===== src/rtl/arith_pkg.sv =====
// Shared arithmetic datapath definitions: operand widths, divider states, iteration count.
// Latency: n/a (constants and types only).
// Backpressure: n/a.
package arith_pkg;

   localparam int A_W   = 7;            // quotient width, matches multiplier operand a
   localparam int B_W   = 6;            // divisor / remainder width, matches multiplier operand b
   localparam int C_W   = A_W + B_W;    // dividend (product) width
   localparam int ITER  = C_W;          // one quotient bit per dividend bit
   localparam int CNT_W = $clog2(ITER);

   typedef enum logic [1:0] {
      IDLE = 2'd0,
      DIV  = 2'd1,
      FIX  = 2'd2
   } state_e;

endpackage


===== src/rtl/twos_mag.sv =====
// Conditional two's-complement negate: val_o = neg_i ? -val_i : val_i.
// Latency: combinational.
// Backpressure: none.
// Ports: neg_i  negate select
//        val_i  W-bit operand
//        val_o  W-bit result (the most negative input maps to itself, read as unsigned magnitude)
module twos_mag #(
   parameter int W = 8
) (
   input  logic         neg_i,
   input  logic [W-1:0] val_i,
   output logic [W-1:0] val_o
);

   assign val_o = neg_i ? (~val_i + W'(1)) : val_i;

endmodule


===== src/rtl/seq_array_divider.sv =====
// Sequential restoring divider, c / b -> quotient a, remainder r; signed (t=1) or unsigned (t=0).
// Latency: done 15 cycles after the start cycle (2 cycles for divide by zero); one quotient bit per clock.
// Backpressure: start is accepted only when idle and not in the done cycle; otherwise ignored.
// Ports: clk, rst (async, active-high)
//        start, t, c, b      request, mode and operands, captured together
//        busy, done          operation in progress / single-cycle completion pulse
//        a, r                quotient / remainder, held until the next completion
//        div_zero, overflow  status flags, cleared on the next accepted start
module seq_array_divider
   import arith_pkg::*;
(
   input  logic           clk,
   input  logic           rst,
   input  logic           start,
   input  logic           t,
   input  logic [C_W-1:0] c,
   input  logic [B_W-1:0] b,
   output logic           busy,
   output logic           done,
   output logic [A_W-1:0] a,
   output logic [B_W-1:0] r,
   output logic           div_zero,
   output logic           overflow
);

   state_e           state_q;
   logic [C_W-1:0]   dvd_q;      // dividend bits shift out the top, quotient bits shift in at the bottom
   logic [B_W-1:0]   rem_q;      // partial remainder, always < |b| so B_W bits suffice between steps
   logic [B_W-1:0]   bmag_q;
   logic [CNT_W-1:0] cnt_q;
   logic             t_q;
   logic             qsign_q;
   logic             rsign_q;
   logic             dz_q;

   logic [C_W-1:0]   c_mag;
   logic [B_W-1:0]   b_mag;
   logic [A_W-1:0]   a_fix;
   logic [B_W-1:0]   r_fix;

   logic [B_W:0]     rem_sh;
   logic             fits;
   logic [B_W-1:0]   rem_d;
   logic [C_W-1:0]   dvd_d;
   logic [C_W-1:0]   qmax;
   logic             ovf_fix;

   // Operand magnitudes on capture.
   twos_mag #(.W(C_W)) u_c_mag (.neg_i(t & c[C_W-1]), .val_i(c), .val_o(c_mag));
   twos_mag #(.W(B_W)) u_b_mag (.neg_i(t & b[B_W-1]), .val_i(b), .val_o(b_mag));

   // Sign restoration of the magnitude results.
   twos_mag #(.W(A_W)) u_a_sgn (.neg_i(qsign_q), .val_i(dvd_q[A_W-1:0]), .val_o(a_fix));
   twos_mag #(.W(B_W)) u_r_sgn (.neg_i(rsign_q), .val_i(rem_q), .val_o(r_fix));

   // One restoring step: shift, trial subtract, keep difference only if it did not borrow.
   always_comb begin
      rem_sh = {rem_q, dvd_q[C_W-1]};
      fits   = (rem_sh >= {1'b0, bmag_q});
      rem_d  = fits ? B_W'(rem_sh - {1'b0, bmag_q}) : rem_sh[B_W-1:0];
      dvd_d  = {dvd_q[C_W-2:0], fits};
   end

   // Largest representable quotient magnitude: negative results reach one further (-64).
   always_comb begin
      qmax = C_W'(127);
      if (t_q) begin
         qmax = qsign_q ? C_W'(64) : C_W'(63);
      end
      ovf_fix = (dvd_q > qmax);
   end

   always_ff @(posedge clk or posedge rst) begin
      if (rst) begin
         state_q  <= IDLE;
         busy     <= 1'b0;
         done     <= 1'b0;
         a        <= '0;
         r        <= '0;
         div_zero <= 1'b0;
         overflow <= 1'b0;
         dvd_q    <= '0;
         rem_q    <= '0;
         bmag_q   <= '0;
         cnt_q    <= '0;
         t_q      <= 1'b0;
         qsign_q  <= 1'b0;
         rsign_q  <= 1'b0;
         dz_q     <= 1'b0;
      end else begin
         done <= 1'b0;
         case (state_q)
            IDLE: begin
               // done is still high in the first idle cycle; starts there are dropped.
               if (start && !done) begin
                  busy     <= 1'b1;
                  div_zero <= 1'b0;
                  overflow <= 1'b0;
                  t_q      <= t;
                  qsign_q  <= t & (c[C_W-1] ^ b[B_W-1]);
                  rsign_q  <= t & c[C_W-1];
                  dvd_q    <= c_mag;
                  bmag_q   <= b_mag;
                  rem_q    <= '0;
                  cnt_q    <= CNT_W'(ITER - 1);
                  if (b == '0) begin
                     dz_q    <= 1'b1;
                     state_q <= FIX;
                  end else begin
                     dz_q    <= 1'b0;
                     state_q <= DIV;
                  end
               end
            end
            DIV: begin
               dvd_q <= dvd_d;
               rem_q <= rem_d;
               cnt_q <= cnt_q - CNT_W'(1);
               if (cnt_q == '0) begin
                  state_q <= FIX;
               end
            end
            FIX: begin
               state_q  <= IDLE;
               busy     <= 1'b0;
               done     <= 1'b1;
               div_zero <= dz_q;
               if (dz_q) begin
                  a        <= '1;
                  r        <= '0;
                  overflow <= 1'b0;
               end else if (ovf_fix) begin
                  a        <= '0;
                  r        <= '0;
                  overflow <= 1'b1;
               end else begin
                  a        <= a_fix;
                  r        <= r_fix;
                  overflow <= 1'b0;
               end
            end
            default: begin
               state_q <= IDLE;
               busy    <= 1'b0;
            end
         endcase
      end
   end

endmodule

===== config.mk =====
export PLATFORM = sky130hd
export DESIGN_NAME = seq_array_divider
export DESIGN_NICKNAME = d
export VERILOG_FILES = /design/src/rtl/arith_pkg.sv /design/src/rtl/twos_mag.sv /design/src/rtl/seq_array_divider.sv
export SDC_FILE = /design/constraint.sdc
export NUM_CORES = 1
export LEC_CHECK = 0
export CAP_MARGIN = 20
export CORE_UTILIZATION = 47
export DETAILED_ROUTE_END_ITERATION = 8
export PLACE_DENSITY_LB_ADDON = 0.15
export SYNTH_ARGS = -nofsm -noshare
export SYNTH_HDL_FRONTEND = slang
export SYNTH_SLANG_ARGS = --single-unit
export TNS_END_PERCENT = 10

===== constraint.sdc =====
create_clock -name clk -period 2.75 [get_ports clk]
set_input_delay 0.6875 -clock clk [delete_from_list [all_inputs] [get_ports clk]]
set_output_delay 0.6875 -clock clk [all_outputs]
set_load 0.02 [all_outputs]

* Word level (Yosys, flattened, before mapping)
Index checks and enable logic that the tools add are counted.
** Word-level totals
- Flip-flop bits (word level) :: 52
- Output and inout port bits :: 17
** Cells by class
- Reduce and logical (&&, ||, !) cells :: 12
- Eq/ne operators :: 4
- Add/sub/neg operators :: 6
- Multiplexer cells :: 30
- Bitwise operators :: 9
- Magnitude comparators :: 2
** Operators with widths (count)
- two-way mux 6 bit :: 6
- two-way mux 7 bit :: 5
- two-way mux 13 bit :: 2
- case mux 13 bit (2 select lines) :: 1
- adder 13 x 1 -> 13 bit (second input constant) :: 1
- greater-than comparator 13 bit :: 1
- NOT 13 bit :: 1
- adder 6 x 1 -> 6 bit (second input constant) :: 2
- NOT 6 bit :: 2
- case mux 6 bit (2 select lines) :: 1
- AND reduction 2 bit :: 5
- case mux 4 bit (2 select lines) :: 1
- adder 7 x 1 -> 7 bit (second input constant) :: 1
- greater-or-equal comparator 7 x 6 -> 1 bit :: 1
- NOT 7 bit :: 1
- logical NOT 6 bit :: 1
- two-way mux 1 bit :: 6
- two-way mux 2 bit :: 3
- case mux 1 bit (2 select lines) :: 3
- subtractor 6 bit :: 1
- logical NOT 4 bit :: 1
- two-way mux 4 bit :: 1
- != test 2 bit (second input constant) :: 2
- case mux 2 bit (2 select lines) :: 1
- 10 further kinds :: 13

* Logic depth before layout (Yosys ltp)
Gate-level depths: netlist (run 1).
- Depth after elaboration :: 6
- Depth in mapped cells :: 9
- Depth with buffers taken out :: 8

* By module
From an unflattened synthesis (run 1), not the netlist that was laid out.
** Unflattened totals
- Cells, all modules :: 362
- Area total of the unflattened synthesis :: 3304.4 um^2
** By module, submodules not included
- seq_array_divider :: cells each 276, times used 1, area an instance 2665.1 um^2
- twos_mag (u_c_mag) :: cells each 35, times used 1, area an instance 272.8 um^2
- twos_mag (u_b_mag ...) :: cells each 16, times used 2, area an instance 108.9 um^2
- twos_mag (u_a_sgn) :: cells each 19, times used 1, area an instance 148.9 um^2

* Worst setup path before layout (run 1)
Ideal clock, no wire load.
- Path kind :: reg2reg
- Start :: register rem_q[2]
- End :: register dvd_q[0]
- Setup slack :: 0.698 ns
- Buffers on the path :: 0
- Arrival :: 1.926 ns
- Data required time :: 2.624 ns
- Setup time :: 0.126 ns
- Cell stages (with the launch flop) :: 7
- Cells stage by stage :: dfrtp_1 -> ha_1 -> a21o_1 -> a21oi_1 -> a21boi_1 -> or2_2 -> a221o_1
** On the way
- Cells in the longest elaborated chain, start to end :: 2
** Ends and longest elaborated chain
- start, declared :: RTL line seq_array_divider.sv:28 : logic [B_W-1:0] rem_q;
- start signal, assigned :: RTL line seq_array_divider.sv:117 : rem_q <= rem_d;
- greater-or-equal comparator 7 x 6 -> 1 bit :: RTL line seq_array_divider.sv:59 : fits = (rem_sh >= {1'b0, bmag_q});
- case mux 13 bit (2 select lines) :: RTL line seq_array_divider.sv:92 : case (state_q)
- end signal, assigned :: RTL line seq_array_divider.sv:102 : dvd_q <= c_mag;
- end signal, assigned :: RTL line seq_array_divider.sv:116 : dvd_q <= dvd_d;
- end, declared :: RTL line seq_array_divider.sv:27 : logic [C_W-1:0] dvd_q;
No other way between the ends.
A chain may end at the register's enable or synchronous reset.

* Worst setup path in the final report (run 1)
- Start :: register qsign_q
- End :: register r[2]
** On the way
- Cells in the longest elaborated chain, start to end :: 5
** Ends and longest elaborated chain
- start, declared :: RTL line seq_array_divider.sv:32 : logic qsign_q;
- start signal, assigned :: RTL line seq_array_divider.sv:100 : qsign_q <= t & (c[C_W-1] ^ b[B_W-1]);
- two-way mux 7 bit :: RTL line seq_array_divider.sv:68 : qmax = qsign_q ? C_W'(64) : C_W'(63);
- two-way mux 7 bit :: RTL line seq_array_divider.sv:67 : if (t_q) begin
- greater-than comparator 13 bit :: RTL line seq_array_divider.sv:70 : ovf_fix = (dvd_q > qmax);
- two-way mux 6 bit :: RTL line seq_array_divider.sv:132 : end else if (ovf_fix) begin
- two-way mux 6 bit :: RTL line seq_array_divider.sv:128 : if (dz_q) begin
- end signal, assigned :: RTL line seq_array_divider.sv:138 : r <= r_fix;
- end, declared :: RTL line seq_array_divider.sv:21 : output logic [B_W-1:0] r,
No other way between the ends.

==> flow_metrics.py, run 1 <==
metrics = {
    "outcome": {
        "outcome": "finished, violations left",
        "violations": "DRC",
    },
    "synthesis": {
        "synth_fp_nets": 381,
        "synth_cells": 344,
        "synth_ff_type": "dfrtp_1",
        "ys_ff_latch": 52,
        "ys_seq_area_frac": 0.413,
        "synth.distinct_cells": 52,
        "async_flop_share": 1.00,
        "netlist_area_um2": 3150,
        "syn_avg_cell_area_um2": 9.15,
        "synth_edf_count": 0,
        "yosys_warnings": 0,
    },
    "clocking": {
        "root_buffer": "clkbuf_8",
        "clk_pin_slew_worst_paths_ps": 90,
        "postCtsResizedCells": 0,
        "cts-htree-levels": 2,
        "postCtsSetupBuffers": 0,
        "cts_buffers": 5,
        "clock-sinks": 52,
        "postCtsHoldBufs": 0,
        "clock_tree.buffer_depth": 2,
        "clk_latency_ps": 300,
        "cts_tree": "built",
    },
    "sta": {
        "setup_viol": 0,
        "finalCritPeriodShare": 0.849,
        "period_needed_ps": 2330,
        "setup_ws_ps": 415,
        "hold_viol": 0,
        "maxSlewHeadroom": 0.379,
        "tightestPinTransition_ps": 928,
        "max_freq_ghz": 0.428,
        "hold_ws_ps": 478,
        "finClkSkew_ps": 6.22,
        "tns_ps": 0,
        "maxSlewViolCount": 0,
        "rsz0062_at_grt": "no",
    },
    "floorplanning": {
        "fp.dieH_um": 83.8,
        "die_width_um": 83.8,
        "placementRows": 29,
        "io_pins": 40,
        "start_util": 0.490,
        "core_um2": 6420,
        "die_area_um2": 7030,
    },
    "setup_path": {
        "crit_required_ps": 2960,
        "worstSetupStartpointType": "flip-flop",
        "crit_path_end_kind": "flip-flop",
        "path_class": "reg -> reg",
        "critPathMaxFanout": 10,
        "crit_arrival_ps": 2550,
    },
    "power": {
        "p_per_area_nw_per_um2": 1110,
        "internal_power_mw": 2.28,
        "power_frac_seq": 0.351,
        "pwr-share-clk": 0.108,
        "power.leakage_nw": 1.56,
        "power.net_switching_mw": 1.83,
        "p_comb_frac": 0.540,
        "p_sw_frac": 0.446,
        "power_mw": 4.11,
        "vdd_drop_max_mv": 0.308,
    },
    "global_route": {
        "grt_pass1_vias": 2443,
        "overflow": 0,
        "track_usage": 0.201,
        "grt_max_degree": 37,
        "antenna_found_initial": 0,
        "grt_pass1_wl_mm": 11.4,
    },
    "job": {
        "maxCapViolCount": 0,
    },
    "placed_design": {
        "place_hpwl_mm": 4.77,
        "gp_congestion": 0.879,
        "dp.cells": 451,
        "dpl_cell_area_um2": 3620,
        "port_buffers": 39,
        "dp_slack_ps": 273,
    },
    "drt": {
        "drtAntennaViolNets": 0,
        "drc": 8,
        "drt-wirelength-per-cell_um": 13.8,
        "wirelength_mm": 6.35,
        "drt_iter0_markers": 125,
        "vias": 2553,
        "wl_met2_mm": 2.93,
        "drt-vias-per-instance": 5.56,
        "highest_layer": "met4",
        "drt_first_pass_iters": 6,
        "met3_length_um": 227,
        "wl_met1_mm": 3.11,
    },
    "layout": {
        "drive_gt1_frac": 0.0785,
        "design_area_um2": 3710,
        "fin_util": 0.578,
        "area_delta_synth_final_pct": 18.0,
        "antenna_cells": 0,
        "final_cells": 459,
        "fin_nets": 418,
    },
    "min_path": {
        "min_path_type": "reg -> reg",
    },
}
power groups by stage:
stage	Combinational (mW)	Clock (mW)	Sequential [mW]
2_1_floorplan	1.63	0	1.46
5_1_grt	2.51	0.496	1.51
3_3_place_gp	2.18	0	1.45
4_1_cts	2.25	0.464	1.44
6_report	2.22	0.446	1.44
3_5_place_dp	2.23	0	1.46
synth_stat cells (2+ instances only):
master	n	area (um^2)
a211oi_1	2	15.0
inv_1	21	78.8
xnor2_1	16	140
xor2_1	10	87.6
clkinv_1	2	7.51
o21ai_0	28	140
nor2b_1	4	25.0
dfrtp_1	52	1300
o31ai_1	6	45.0
clkbuf_1	13	48.8
o31ai_2	6	75.1
ha_1	13	163
or3_1	3	18.8
a21oi_1	12	60.1
mux2i_1	3	30.0
o211ai_1	15	113
nand2b_1	3	18.8
nand2_1	37	139
nor4_1	2	12.5
nor2_1	24	90.1
a31oi_1	5	31.3
o21bai_1	3	22.5
o221ai_1	2	17.5
nor3_1	6	30.0
o21a_1	2	15.0
a21o_1	2	15.0
nand3_1	16	80.1
a22oi_1	12	90.1
flip-flops by register name, summed over array words and instances (netlist names), 2 cells and up:
signal and flops:
bmag_q 6, state_q 2, r 6, rem_q 6
a 7, cnt_q 4, dvd_q 13
worst max-delay path, stage by stage, from the launching register on:
cell and delay (ps):
dfrtp_1 520, nand2_1 200, ha_1 370, nand4_1 100
o221ai_1 180, and3_1 420, o211ai_4 200, o31ai_2 250
cells by family (layout without fill, tap and decap cells):
kind of cell	after synthesis	in the layout	synth area share
muxes	3	3	0.00954
buffers and inverters	40	78	0.0517
AOI/OAI and AO/OA	104	104	0.237
and+or+nand+nor	105	105	0.158
DFF	52	52	0.413
adders and majority gates	14	14	0.0580
xor gates and xnor gates	26	26	0.0723
worst paths after layout:
| kind | from | endpoint | slack [ps] | depth (start not counted) |
|---|---|---|---|---|
| worst max-delay path | qsign_q$_DFFE_PP0P_ | r[2]$_DFFE_PP0P_ | 420 | 7 |
| worst min-delay path | dz_q$_DFFE_PP0P_ | overflow$_DFFE_PP0P_ | 480 | 1 |
| worst max register to register | qsign_q$_DFFE_PP0P_ | r[2]$_DFFE_PP0P_ | 420 | 7 |
| worst min register to register | dz_q$_DFFE_PP0P_ | overflow$_DFFE_PP0P_ | 480 | 1 |
| max in group asynchronous | rst | dvd_q[9]$_DFFE_PP0P_ | 1440 | 3 |
| min in group asynchronous | rst | overflow$_DFFE_PP0P_ | 720 | 2 |
final cells by class:
class                   count  area (um^2)
fillers                   598         2710
inverters                  23         86.3
clock buffers               8         90.1
well taps                  77         96.3
repair buffers             47          450
flip-flops and latches     52         1300
multi-input cells         252         1690
routing by layer:
metal / global-route usage / up-vias
li1: - / 1309
met1: 0.276 / 1182
met2: 0.326 / 54
met3: 0.0346 / 8
met4: 0.0611 / 0
met5: 0 / -
layout by cell type, fill, tap and decap left out, types with 10 or more instances in the layout:
cell and count:
a21oi_1 12, a22oi_1 12, clkdlybuf4s50_1 39, dfrtp_1 52, ha_1 13, inv_1 20
nand2_1 37, nand3_1 16, nor2_1 24, o211ai_1 15, o21ai_0 28, xnor2_1 16
xor2_1 10
Note: power is estimated with default switching activity, not from simulation.
==> run 2, diff against run 1 <==
==> constraint.sdc (replaced) <==
create_clock -name clk -period 1.99 [get_ports clk]
set_input_delay 0.4975 -clock clk [delete_from_list [all_inputs] [get_ports clk]]
set_output_delay 0.4975 -clock clk [all_outputs]
set_load 0.02 [all_outputs]
==> run 2 against run 1 <==
Effect of this change: the flow still finishes with violations (DRC); first-iteration DRC count fell by 8.8%; global-route usage fell by 0.45 points; register-to-register slack got worse by 330 ps; hold slack improved by 5.7 ps; maximum frequency rose by 23%; largest cell class unchanged.
==> flow_metrics.py, run 2 (synthesis results as in run 1) <==
metrics = {
    "setup_path": {
        "worstSetupStartpointType": "flip-flop",
        "crit_required_ps": 2180,
        "crit_arrival_ps": 2090,
        "crit_start": "rem_q[2]$_DFFE_PP0P_",
        "reg2reg_to": "dvd_q[0]$_DFFE_PP0P_",
        "worstRegToRegCells": 6,
        "crit_path_end_kind": "flip-flop",
        "critPathMaxFanout": 3,
        "path_class": "reg -> reg",
        "r2r_start": "rem_q[2]$_DFFE_PP0P_",
        "r2r_setup_slack_ps": 90,
    },
    "placed_design": {
        "dp_slack_ps": -222,
        "port_buffers": 39,
        "dpl_cell_area_um2": 3900,
        "place_hpwl_mm": 4.99,
        "dp.cells": 483,
        "gp_congestion": 0.796,
    },
    "clocking": {
        "root_buffer": "clkbuf_8",
        "cts_buffers": 5,
        "clk_pin_slew_worst_paths_ps": 100,
        "cts-htree-levels": 2,
        "clk_latency_ps": 310,
        "postCtsHoldBufs": 0,
        "clock_tree.buffer_depth": 2,
        "clock-sinks": 52,
        "cts_tree": "built",
    },
    "layout": {
        "area_delta_synth_final_pct": 28.9,
        "final_cell_mix": "dfrtp_1, clkdlybuf4s50_1, buf_4, nand2_1, o21ai_0",
        "design_area_um2": 4060,
        "fin_util": 0.632,
        "drive_gt1_frac": 0.172,
        "largest_reg_flops": 13,
        "reg.largest.list": "dvd_q x13, a x7",
        "largest_register": "dvd_q",
        "final_common_cell": "dfrtp_1",
        "antenna_cells": 0,
        "fin_nets": 450,
        "final_cells": 490,
    },
    "floorplanning": {
        "core_um2": 6420,
        "fp.dieH_um": 83.8,
        "start_util": 0.490,
        "placementRows": 29,
        "io_pins": 40,
        "die_width_um": 83.8,
        "die_area_um2": 7030,
    },
    "drt": {
        "drtAntennaViolNets": 0,
        "drt_iter0_markers": 114,
        "drt_first_pass_iters": 7,
        "drc": 6,
        "wirelength_mm": 6.49,
        "drt-vias-per-instance": 5.48,
        "drt-wirelength-per-cell_um": 13.2,
        "vias": 2685,
    },
    "global_route": {
        "antenna_found_initial": 0,
        "track_usage": 0.197,
        "grt_pass1_vias": 2494,
        "overflow": 0,
        "grt_max_degree": 53,
        "grt_pass1_wl_mm": 11.2,
    },
    "sta": {
        "period_needed_ps": 1900,
        "finClkSkew_ps": 10.2,
        "rsz0062_at_grt": "yes",
        "setup_ws_ps": 85.9,
        "maxSlewViolCount": 0,
        "hold_ws_ps": 483,
        "setup_viol": 0,
        "hold_viol": 0,
        "maxSlewHeadroom": 0.597,
        "tns_ps": 0,
        "max_freq_ghz": 0.525,
        "finalCritPeriodShare": 0.957,
        "tightestPinTransition_ps": 604,
    },
    "power": {
        "power_mw": 6.41,
        "p_per_area_nw_per_um2": 1580,
        "pwr-share-clk": 0.130,
        "p_sw_frac": 0.417,
        "power_frac_seq": 0.291,
        "power.leakage_nw": 1.74,
        "p_comb_frac": 0.579,
        "vdd_drop_max_mv": 0.566,
        "internal_power_mw": 3.74,
        "power.net_switching_mw": 2.67,
    },
    "outcome": {
        "outcome": "finished, violations left",
        "violations": "DRC",
    },
    "min_path": {
        "min_to": "bmag_q[3]$_DFFE_PP0P_",
        "min-delay-start": "bmag_q[3]$_DFFE_PP0P_",
        "min_path_type": "reg -> reg",
        "holdPathStages": 2,
    },
    "job": {
        "maxCapViolCount": 0,
    },
}
==> run 2: cell types whose count changed in the layout (fill, tap and decap cells not counted), moves of 2 or more <==
cell | before | now
buf_12 | 0 | 2
clkbuf_1 | 2 | 0
buf_4 | 8 | 38
bufinv_16 | 0 | 2
==> run 2: what timing repair did <==
item                       4_1_cts  5_1_grt
setup endpoints to repair        0       20
buffers inserted                 0        0
hold endpoints to repair         0        0
resized for setup                0        9
==> run 2: worst max path at each step <==
stage	to	slack (ps)	cells after the start
2_1_floorplan	dvd_q[0]$_DFFE_PP0P_	2	6
3_3_place_gp	dvd_q[12]$_DFFE_PP0P_	-220	6
3_5_place_dp	dvd_q[12]$_DFFE_PP0P_	-220	6
4_1_cts	dvd_q[0]$_DFFE_PP0P_	30	7
5_1_grt	a[5]$_DFFE_PP0P_	-40	8
6_report	dvd_q[0]$_DFFE_PP0P_	90	6
==> run 2: final cells by class <==
type	instances	area (um^2)
Fill cell	557	2360
Multi-Input combinational cell	252	1730
Sequential cell	52	1300
Timing Repair Buffer	79	716
Tap cell	77	96.3
Inverter	23	86.3
Clock buffer	5	68.8
Clock inverter	2	60.1
==> run 2: worst max-delay path, stage by stage, from the launching register on <==
cell      delay, ps
dfrtp_1         410
ha_1            340
a21o_1          190
a21oi_2         180
a21boi_2         80
or2_4           240
a221o_1         340
==> run 2: power by group through the flow <==
stage               clock, mW  sequential (mW)  combinational, mW
floorplan                   0             2.02               2.27
global placement            0             1.86               3.56
detailed placement          0             1.89               3.63
CTS                     0.841             1.86               3.65
global route            0.887             1.94               4.15
finish                  0.833             1.86               3.71
==> run 2: layer usage <==
metal  vias to the layer above  track usage  share of wire
met5                         -            0              0
met3                         5       0.0366          0.038
met2                        55        0.316           0.46
li1                       1384            -              -
met4                         0       0.0486         0.0097
met1                      1241        0.276           0.49
